<file path="config.mk">
export PLATFORM = sky130hd
export DESIGN_NAME = line_buffer_3x3_flat
export DESIGN_NICKNAME = d
export VERILOG_FILES = /design/src/rtl/line_buffer_3x3_if.sv /design/src/rtl/line_buffer_3x3.sv /design/src/flat_wrapper.sv
export SDC_FILE = /design/constraint.sdc
export NUM_CORES = 1
export LEC_CHECK = 0
export BUFFER_PORTS_ARGS = -buffer_cell sky130_fd_sc_hd__buf_4
export CAP_MARGIN = 20
export CORE_MARGIN = 5
export CORE_UTILIZATION = 45
export DETAILED_ROUTE_END_ITERATION = 6
export PLACE_DENSITY_LB_ADDON = 0.2
export SLEW_MARGIN = 0
export SYNTH_ARGS = -nofsm -noshare
export SYNTH_HDL_FRONTEND = slang
export SYNTH_SLANG_ARGS = --single-unit
</file>
<file path="constraint.sdc">
create_clock -name clk -period 3 [get_ports clk]
set_input_delay 0.6 -clock clk [delete_from_list [all_inputs] [get_ports clk]]
set_output_delay 0.6 -clock clk [all_outputs]
set_load 0.02 [all_outputs]
</file>
<file path="src/rtl/line_buffer_3x3_if.sv">
// Pixel-stream-in / 3x3-window-out bundle for line_buffer_3x3.
// sof_out/eol_out exist only when WIN_FLAGS_EN is defined.
interface line_buffer_3x3_if;
    logic              valid_in;
    logic              sof_in;
    logic signed [7:0] pixel_in;
    logic signed [7:0] win0;
    logic signed [7:0] win1;
    logic signed [7:0] win2;
    logic signed [7:0] win3;
    logic signed [7:0] win4;
    logic signed [7:0] win5;
    logic signed [7:0] win6;
    logic signed [7:0] win7;
    logic signed [7:0] win8;
    logic              valid_out;
`ifdef WIN_FLAGS_EN
    logic              sof_out;
    logic              eol_out;

    modport master (
        output valid_in, sof_in, pixel_in,
        input  win0, win1, win2, win3, win4, win5, win6, win7, win8,
        input  valid_out, sof_out, eol_out
    );
    modport slave (
        input  valid_in, sof_in, pixel_in,
        output win0, win1, win2, win3, win4, win5, win6, win7, win8,
        output valid_out, sof_out, eol_out
    );
`else
    modport master (
        output valid_in, sof_in, pixel_in,
        input  win0, win1, win2, win3, win4, win5, win6, win7, win8,
        input  valid_out
    );
    modport slave (
        input  valid_in, sof_in, pixel_in,
        output win0, win1, win2, win3, win4, win5, win6, win7, win8,
        output valid_out
    );
`endif
endinterface

</file>
<file path="src/rtl/line_buffer_3x3.sv">
// Raster-scan 3x3 window generator: two line RAMs plus per-row shift taps.
// Define WIN_FLAGS_EN to add registered sof_out/eol_out window flags.
module line_buffer_3x3 #(
    parameter int IMG_W = 28,
    parameter int IMG_H = 28
) (
    input  logic             clk,
    input  logic             rst_n,
    line_buffer_3x3_if.slave io_bus
);
    localparam int CW = $clog2(IMG_W);
    localparam int RW = $clog2(IMG_H);
    localparam logic [CW-1:0] COL_LAST = CW'(IMG_W - 1);
    localparam logic [RW-1:0] ROW_LAST = RW'(IMG_H - 1);
    localparam logic [CW-1:0] COL_MIN  = CW'(2);
    localparam logic [RW-1:0] ROW_MIN  = RW'(2);

    logic [CW-1:0]     r_col;
    logic [RW-1:0]     r_row;
    logic              r_valid;
    logic              w_accept;
    logic              w_sof;
    logic              w_win;
    logic [CW-1:0]     w_col;
    logic [RW-1:0]     w_row;
    logic signed [7:0] w_tap_in [3];

    // lb0 holds the previous row, lb1 the row before it
    logic signed [7:0] r_lb0 [IMG_W];
    logic signed [7:0] r_lb1 [IMG_W];

    // A valid sof forces this pixel to (0,0) regardless of the counters
    always_comb begin
        w_accept    = io_bus.valid_in;
        w_sof       = io_bus.valid_in & io_bus.sof_in;
        w_col       = w_sof ? '0 : r_col;
        w_row       = w_sof ? '0 : r_row;
        w_win       = w_accept && (w_row >= ROW_MIN) && (w_col >= COL_MIN);
        w_tap_in[0] = r_lb1[w_col];
        w_tap_in[1] = r_lb0[w_col];
        w_tap_in[2] = io_bus.pixel_in;
    end

    always_ff @(posedge clk or negedge rst_n) begin
        if (!rst_n) begin
            r_col <= '0;
            r_row <= '0;
        end else if (w_accept) begin
            if (w_col == COL_LAST) begin
                r_col <= '0;
                r_row <= (w_row == ROW_LAST) ? '0 : w_row + 1'b1;
            end else begin
                r_col <= w_col + 1'b1;
                r_row <= w_row;
            end
        end
    end

    // Line RAMs carry no reset; rows 0/1 of every frame rewrite them before use
    always_ff @(posedge clk) begin
        if (w_accept) begin
            r_lb1[w_col] <= r_lb0[w_col];
            r_lb0[w_col] <= io_bus.pixel_in;
        end
    end

    generate
        for (genvar gi = 0; gi < 3; gi++) begin : g_row
            logic signed [7:0] r_sh0;
            logic signed [7:0] r_sh1;
            logic signed [7:0] r_w0;
            logic signed [7:0] r_w1;
            logic signed [7:0] r_w2;

            // r_sh1/r_sh0 hold columns c-2/c-1 of this window row
            always_ff @(posedge clk or negedge rst_n) begin
                if (!rst_n) begin
                    r_sh0 <= '0;
                    r_sh1 <= '0;
                    r_w0  <= '0;
                    r_w1  <= '0;
                    r_w2  <= '0;
                end else begin
                    if (w_accept) begin
                        r_sh1 <= r_sh0;
                        r_sh0 <= w_tap_in[gi];
                    end
                    if (w_win) begin
                        r_w0 <= r_sh1;
                        r_w1 <= r_sh0;
                        r_w2 <= w_tap_in[gi];
                    end
                end
            end
        end
    endgenerate

    always_ff @(posedge clk or negedge rst_n) begin
        if (!rst_n) begin
            r_valid <= 1'b0;
        end else begin
            r_valid <= w_win;
        end
    end

`ifdef WIN_FLAGS_EN
    logic r_sof;
    logic r_eol;

    always_ff @(posedge clk or negedge rst_n) begin
        if (!rst_n) begin
            r_sof <= 1'b0;
            r_eol <= 1'b0;
        end else begin
            r_sof <= w_win && (w_row == ROW_MIN) && (w_col == COL_MIN);
            r_eol <= w_win && (w_col == COL_LAST);
        end
    end

    assign io_bus.sof_out = r_sof;
    assign io_bus.eol_out = r_eol;
`endif

    assign io_bus.valid_out = r_valid;
    assign io_bus.win0      = g_row[0].r_w0;
    assign io_bus.win1      = g_row[0].r_w1;
    assign io_bus.win2      = g_row[0].r_w2;
    assign io_bus.win3      = g_row[1].r_w0;
    assign io_bus.win4      = g_row[1].r_w1;
    assign io_bus.win5      = g_row[1].r_w2;
    assign io_bus.win6      = g_row[2].r_w0;
    assign io_bus.win7      = g_row[2].r_w1;
    assign io_bus.win8      = g_row[2].r_w2;
endmodule

</file>
<file path="src/flat_wrapper.sv">
// flat-port wrapper written by rule: the top's interface ports become plain ports
module line_buffer_3x3_flat 
#(
    parameter int IMG_W = 28,
    parameter int IMG_H = 28
)
  (clk, rst_n, io_bus_valid_in, io_bus_sof_in, io_bus_pixel_in, io_bus_win0, io_bus_win1, io_bus_win2, io_bus_win3, io_bus_win4, io_bus_win5, io_bus_win6, io_bus_win7, io_bus_win8, io_bus_valid_out);
  line_buffer_3x3_if io_bus_i ();
  input  logic clk;
  input  logic rst_n;
  input wire logic [$bits(io_bus_i.valid_in)-1:0] io_bus_valid_in;
  input wire logic [$bits(io_bus_i.sof_in)-1:0] io_bus_sof_in;
  input wire logic [$bits(io_bus_i.pixel_in)-1:0] io_bus_pixel_in;
  output wire logic [$bits(io_bus_i.win0)-1:0] io_bus_win0;
  output wire logic [$bits(io_bus_i.win1)-1:0] io_bus_win1;
  output wire logic [$bits(io_bus_i.win2)-1:0] io_bus_win2;
  output wire logic [$bits(io_bus_i.win3)-1:0] io_bus_win3;
  output wire logic [$bits(io_bus_i.win4)-1:0] io_bus_win4;
  output wire logic [$bits(io_bus_i.win5)-1:0] io_bus_win5;
  output wire logic [$bits(io_bus_i.win6)-1:0] io_bus_win6;
  output wire logic [$bits(io_bus_i.win7)-1:0] io_bus_win7;
  output wire logic [$bits(io_bus_i.win8)-1:0] io_bus_win8;
  output wire logic [$bits(io_bus_i.valid_out)-1:0] io_bus_valid_out;
  assign io_bus_i.valid_in = io_bus_valid_in;
  assign io_bus_i.sof_in = io_bus_sof_in;
  assign io_bus_i.pixel_in = io_bus_pixel_in;
  assign io_bus_win0 = io_bus_i.win0;
  assign io_bus_win1 = io_bus_i.win1;
  assign io_bus_win2 = io_bus_i.win2;
  assign io_bus_win3 = io_bus_i.win3;
  assign io_bus_win4 = io_bus_i.win4;
  assign io_bus_win5 = io_bus_i.win5;
  assign io_bus_win6 = io_bus_i.win6;
  assign io_bus_win7 = io_bus_i.win7;
  assign io_bus_win8 = io_bus_i.win8;
  assign io_bus_valid_out = io_bus_i.valid_out;
  line_buffer_3x3 #(.IMG_W(IMG_W), .IMG_H(IMG_H)) u_core (.clk(clk), .rst_n(rst_n), .io_bus(io_bus_i));
endmodule
</file>
======== Word level (Yosys, flattened, before mapping) ========
Memories as Yosys holds them, arrays and structs flattened.
Cells that the tools add are included.
cells by class
  add/sub/neg operators ................... 2
  magnitude comparators ................... 2
  equal/unequal tests ..................... 2
  muxes and demuxes ....................... 7
  bitwise operators ....................... 1
  reduce and logical (&&, ||, !) cells .... 2
operators with widths
  operator             count
  $mux 5               5
  $add 5x1->5 const B  2
  $eq 5x5->1 const B   2
  $ge 5x2->1 const B   2
  $logic_and 1x1->1    2
  $mux 1               2
  $and 1x1->1          1
storage, ports and cells
  flip-flop bits (word level) ............. 131
  bits in writable memories ............... 448
  bits of input ports ..................... 12
  output and inout bits ................... 73
  word-level logic and storage cells ...... 36
  memories ................................ 2
memory list
  memory        depth  bits a word  read ports  clocked after Yosys merged registers in  write ports  line                   text
  u_core.r_lb0  28     8            1           0                                        1            line_buffer_3x3.sv:29  logic signed [7:0] r_lb0 [IMG_W];
  u_core.r_lb1  28     8            1           0                                        1            line_buffer_3x3.sv:30  logic signed [7:0] r_lb1 [IMG_W];

======== Longest topological paths before layout ========
  depth in word-level cells ............... 5
  mapped depth ............................ 10
  gate-level depth less buffers ........... 7

======== Worst setup path after synthesis ========
Ideal clock, no wire load.
  path type ............................... input-to-reg
  from .................................... in io_bus_valid_in
  to ...................................... mem u_core.r_lb0[24][0] (enable)
  library setup time ...................... 0.409 ns
  data arrival time ....................... 3.034 ns
  required time ........................... 2.591 ns
  slack ................................... -0.443 ns
  stages on the path ...................... 8
  buffers on the path ..................... 6
  cells stage by stage .................... buf_4 buf_6 buf_2 buf_2 buf_2 clkbuf_1 nand2_1 nor3_1
between the ends
  cells in the longest elaborated chain, start to end .. 2
  elaborated cells between the ends (all ways) .. 4
  classes of those cells .................. mux: 3; bitwise: 1
ends and longest elaborated chain
  what                                          line                                          text
  start: declaration                            flat_wrapper.sv:11                            input wire logic [$bits(io_bus_i.valid_in)-1:0] io_bus_valid_in;
  $and 1x1->1 / $mux 1 (equally long branches)  line_buffer_3x3.sv:35, line_buffer_3x3.sv:61
  $mux 5 / $mux 1 (equally long branches)       line_buffer_3x3.sv:36, line_buffer_3x3.sv:63
  end: declaration                              line_buffer_3x3.sv:29
Several ways; a longest one is shown, not always the timed one.

==> flow_summary.ini <==
[min_path]
hold_start = io_bus_pixel_in[0]
holdCritPathClass = primary input to register
hold_end = u_core.io_bus.win8[0]
holdPathStages = 3

[outcome]
outcome = complete, no violations

[synthesis]
synthCells = 1564
synth_warnings = 0
synth-edff-count = 448
avgSynthCellArea_um2 = 14.7
ys_ff_latch = 579
syn_nets = 1577
synthesis.area_um2 = 23000
synth_cell_types = 64
seq_area_frac_synth_pct = 72.7
async_flop_share_pct = 22.6
synthFlopType = edfxtp_1

[drt]
drtIter0Drc = 1334
wirelength_um = 61400
vias_per_cell = 5.77
post-route-drc-count = 0
num_vias = 14300
wl_per_cell_um = 24.7
first_pass_iters = 5
antenna_left = 0

[sta]
fin_skew_ns = 0.0176
fmaxAchievable_ghz = 0.341
hold-worst-slack_ns = 0.405
rsz0062_at_grt = no
finalCriticalPeriod_ns = 2.94
hold_viol = 0
slew_viol_final = 0
finalSetupViolations = 0
tightest_slew_ns = 0.937
fin_crit_sh_pct = 97.9
slew_headroom_pct = 37.2

[critical_path]
critPathLaunchType = register
worstPathRequired_ns = 3.34
reg2reg_from = u_core.r_col[1]
r2r_end = u_core.r_lb1[9][2]
rrSetupSlack_ns = 0.06
reg2reg_depth = 7
path_class = register to register
arrival_ns = 3.28
critPathMaxFanout = 28
end_kind = register

[floorplanning]
die_x_um = 236
pin_count = 85
rows = 82
start_util_pct = 45.7
die_height_um = 236
die_area_um2 = 55800
coreArea_um2 = 50400

[final_layout]
area_delta_synth_final_pct = 18.8
fin_cells = 2482
layout-drive-gt1-share_pct = 24.9
antennaDiodeCount = 0
final_util_pct = 54.3
final_area_um2 = 27300
fin_nets = 1780

[grt]
grt-ovfl-total = 0
grt_pass1_wl_um = 92500
antenna_found_initial = 1
grt_pass1_vias = 14400
grt_use_total_pct = 21.6
grt_max_degree = 68

[clock_network]
clkTransAtPathRegs_ns = 0.06
cts_sinks = 579
post_cts_buffers = 0
cts_tree = yes
root_buffer = clkbuf_16
insertion_delay_ns = 0.61
numCtsBuffers = 58
clk_path_buf_depth = 3
h-tree-depth = 2

[power_and_ir_drop]
clkPwrFrac_pct = 30.2
leakagePower_nw = 10.3
pwr-share-seq_pct = 44.6
p_int_mw = 16.0
finalPower_mw = 22.8
switchingPower_mw = 6.79
power_density_nw_per_um2 = 835
ir_drop_v = 0.000452
switching_share_pct = 29.7
combPwrFrac_pct = 25.3

[placed_design]
dp_hpwl_um = 39600
dpl_cell_area_um2 = 25500
numPortBuffers = 84
dp_cells = 2378
gp_congestion = 0.849

[run]
maxCapViolCount = 0
-- worst max-delay path, cell delays in order (launching register included) --
cell and delay [ns]:
dfrtp_4 0.51, buf_4 0.42, mux4_2 0.58, nand2_1 0.09, nand3_1 0.23, nor3_2 0.46
inv_1 0.14, buf_12 0.18
-- layer usage --
metal	routed length, um	GRT usage [%]	up-vias
met5	13	0	-
met1	26200	30.5	7371
met3	4220	4.10	97
li1	-	-	6332
met4	1290	5.21	2
met2	29600	35.3	525
-- cell families (layout without fill, tap and decap cells) --
family                     after synthesis  in the layout  share of synthesized area (%)
muxes                                  142            142                           7.92
xor gates and xnor gates                 2              2                         0.0761
DFF                                    579            579                           72.7
and+or+nand+nor                        426            426                           7.79
AOI/OAI and AO/OA                      301            301                           9.14
buffers and inverters                  113            359                           2.32
adders and majority gates                1              1                         0.0544
-- cell usage in the layout, fill, tap and decap left out, types with 6 or more instances in the layout --
| cell type | n |
|---|---|
| o21ai_0 | 43 |
| nand2b_1 | 10 |
| a211oi_1 | 6 |
| nor2_1 | 81 |
| a22oi_1 | 12 |
| o22ai_1 | 12 |
| a21oi_1 | 72 |
| a21o_1 | 14 |
| nand3_1 | 26 |
| a2bb2oi_1 | 21 |
| buf_4 | 218 |
| inv_1 | 10 |
| nor3_1 | 13 |
| buf_12 | 24 |
| a221oi_1 | 29 |
| nor3_2 | 7 |
| clkinv_2 | 10 |
| mux2i_1 | 35 |
| o221ai_1 | 19 |
| a221o_1 | 10 |
| clkbuf_16 | 60 |
| and3_1 | 9 |
| clkbuf_1 | 19 |
| o21ai_1 | 6 |
| o211ai_1 | 10 |
| mux4_2 | 23 |
| edfxtp_1 | 448 |
| dfrtp_1 | 129 |
| a31oi_1 | 11 |
| nand2_1 | 254 |
| mux2_2 | 82 |
-- area by class of cell --
| cell class | instances | area (um^2) |
|---|---|---|
| clock inverter | 19 | 148 |
| sequential | 579 | 16700 |
| timing repair buffer | 244 | 2140 |
| clock buffer | 84 | 1640 |
| inverter | 12 | 46.3 |
| fill | 4090 | 23000 |
| multi-input combinational | 872 | 5790 |
| tap | 672 | 841 |
-- registers in the layout (all words and copies together), names as in the netlist --
| name | cells |
|---|---|
| u_core.io_bus.win1 | 8 |
| u_core.g_row.r_sh0 | 24 |
| u_core.r_lb0 | 224 |
| u_core.io_bus.win2 | 8 |
| u_core.io_bus.win8 | 8 |
| u_core.io_bus.win5 | 8 |
| u_core.r_row | 5 |
| u_core.io_bus.win0 | 8 |
| u_core.io_bus.valid_out | 1 |
| u_core.io_bus.win4 | 8 |
| u_core.r_lb1 | 224 |
| u_core.r_col | 5 |
| u_core.io_bus.win7 | 8 |
| u_core.io_bus.win3 | 8 |
| u_core.io_bus.win6 | 8 |
| u_core.g_row.r_sh1 | 24 |
-- power groups by stage --
stage	Sequential (mW)	Combinational (mW)	Clock (mW)
floorplan	10.2	3.17	0
global placement	10.3	5.67	0
detailed placement	10.3	5.73	0
CTS	10.2	5.75	7.03
global route	10.2	6.15	7.40
finish	10.2	5.76	6.89
-- per-stage QoR --
step                setup WS (ns)  TNS, ns
floorplan                 -0.0185   -0.678
global placement           0.0268        0
detailed placement         0.0172        0
CTS                        0.0704        0
global route              0.00884        0
finish                     0.0642        0
-- synthesized netlist by cell type (all sizes together) (6+ instances only) --
master	number	area, um^2
nor3	20	110
nor2	81	304
o211ai	10	75.1
nand2b	10	62.6
and2	6	37.5
a221oi	29	254
a31oi	11	68.8
mux2i	35	350
a2bb2oi	21	184
mux2	84	953
a21o	14	105
edfxtp	448	13500
and3	9	56.3
a22oi	13	103
o22ai	12	75.1
dfrtp	131	3280
nand3	26	130
mux4	23	518
a221o	10	100
a21boi	7	60.1
clkbuf	36	135
inv	12	45.0
o21ai	50	250
a21oi	72	360
a211oi	7	52.6
buf	65	353
o221ai	19	166
nand2	254	953
-- how the worst max path moves through the flow --
stage / from / to / slack (ns) / cells past startpoint
after floorplan: io_bus_valid_in / u_core.r_lb0[0][0] / -0.02 / 8
after global placement: io_bus_valid_in / u_core.r_lb1[9][2] / 0.03 / 9
after detailed placement: io_bus_valid_in / u_core.r_lb1[2][3] / 0.02 / 8
after CTS: u_core.r_col[0] / u_core.r_lb1[9][3] / 0.07 / 8
after global routing: u_core.r_col[1] / u_core.r_lb1[20][1] / 0.009 / 8
final: u_core.r_col[1] / u_core.r_lb1[9][2] / 0.06 / 7
-- timing repair --
item | in CTS | in global routing
setup endpoints to repair | 0 | 56
hold buffers | 1 | 0
gates resized for setup | 0 | 2
hold endpoints to repair | 42 | 0
No activity file was read; power rests on OpenSTA's default activity.
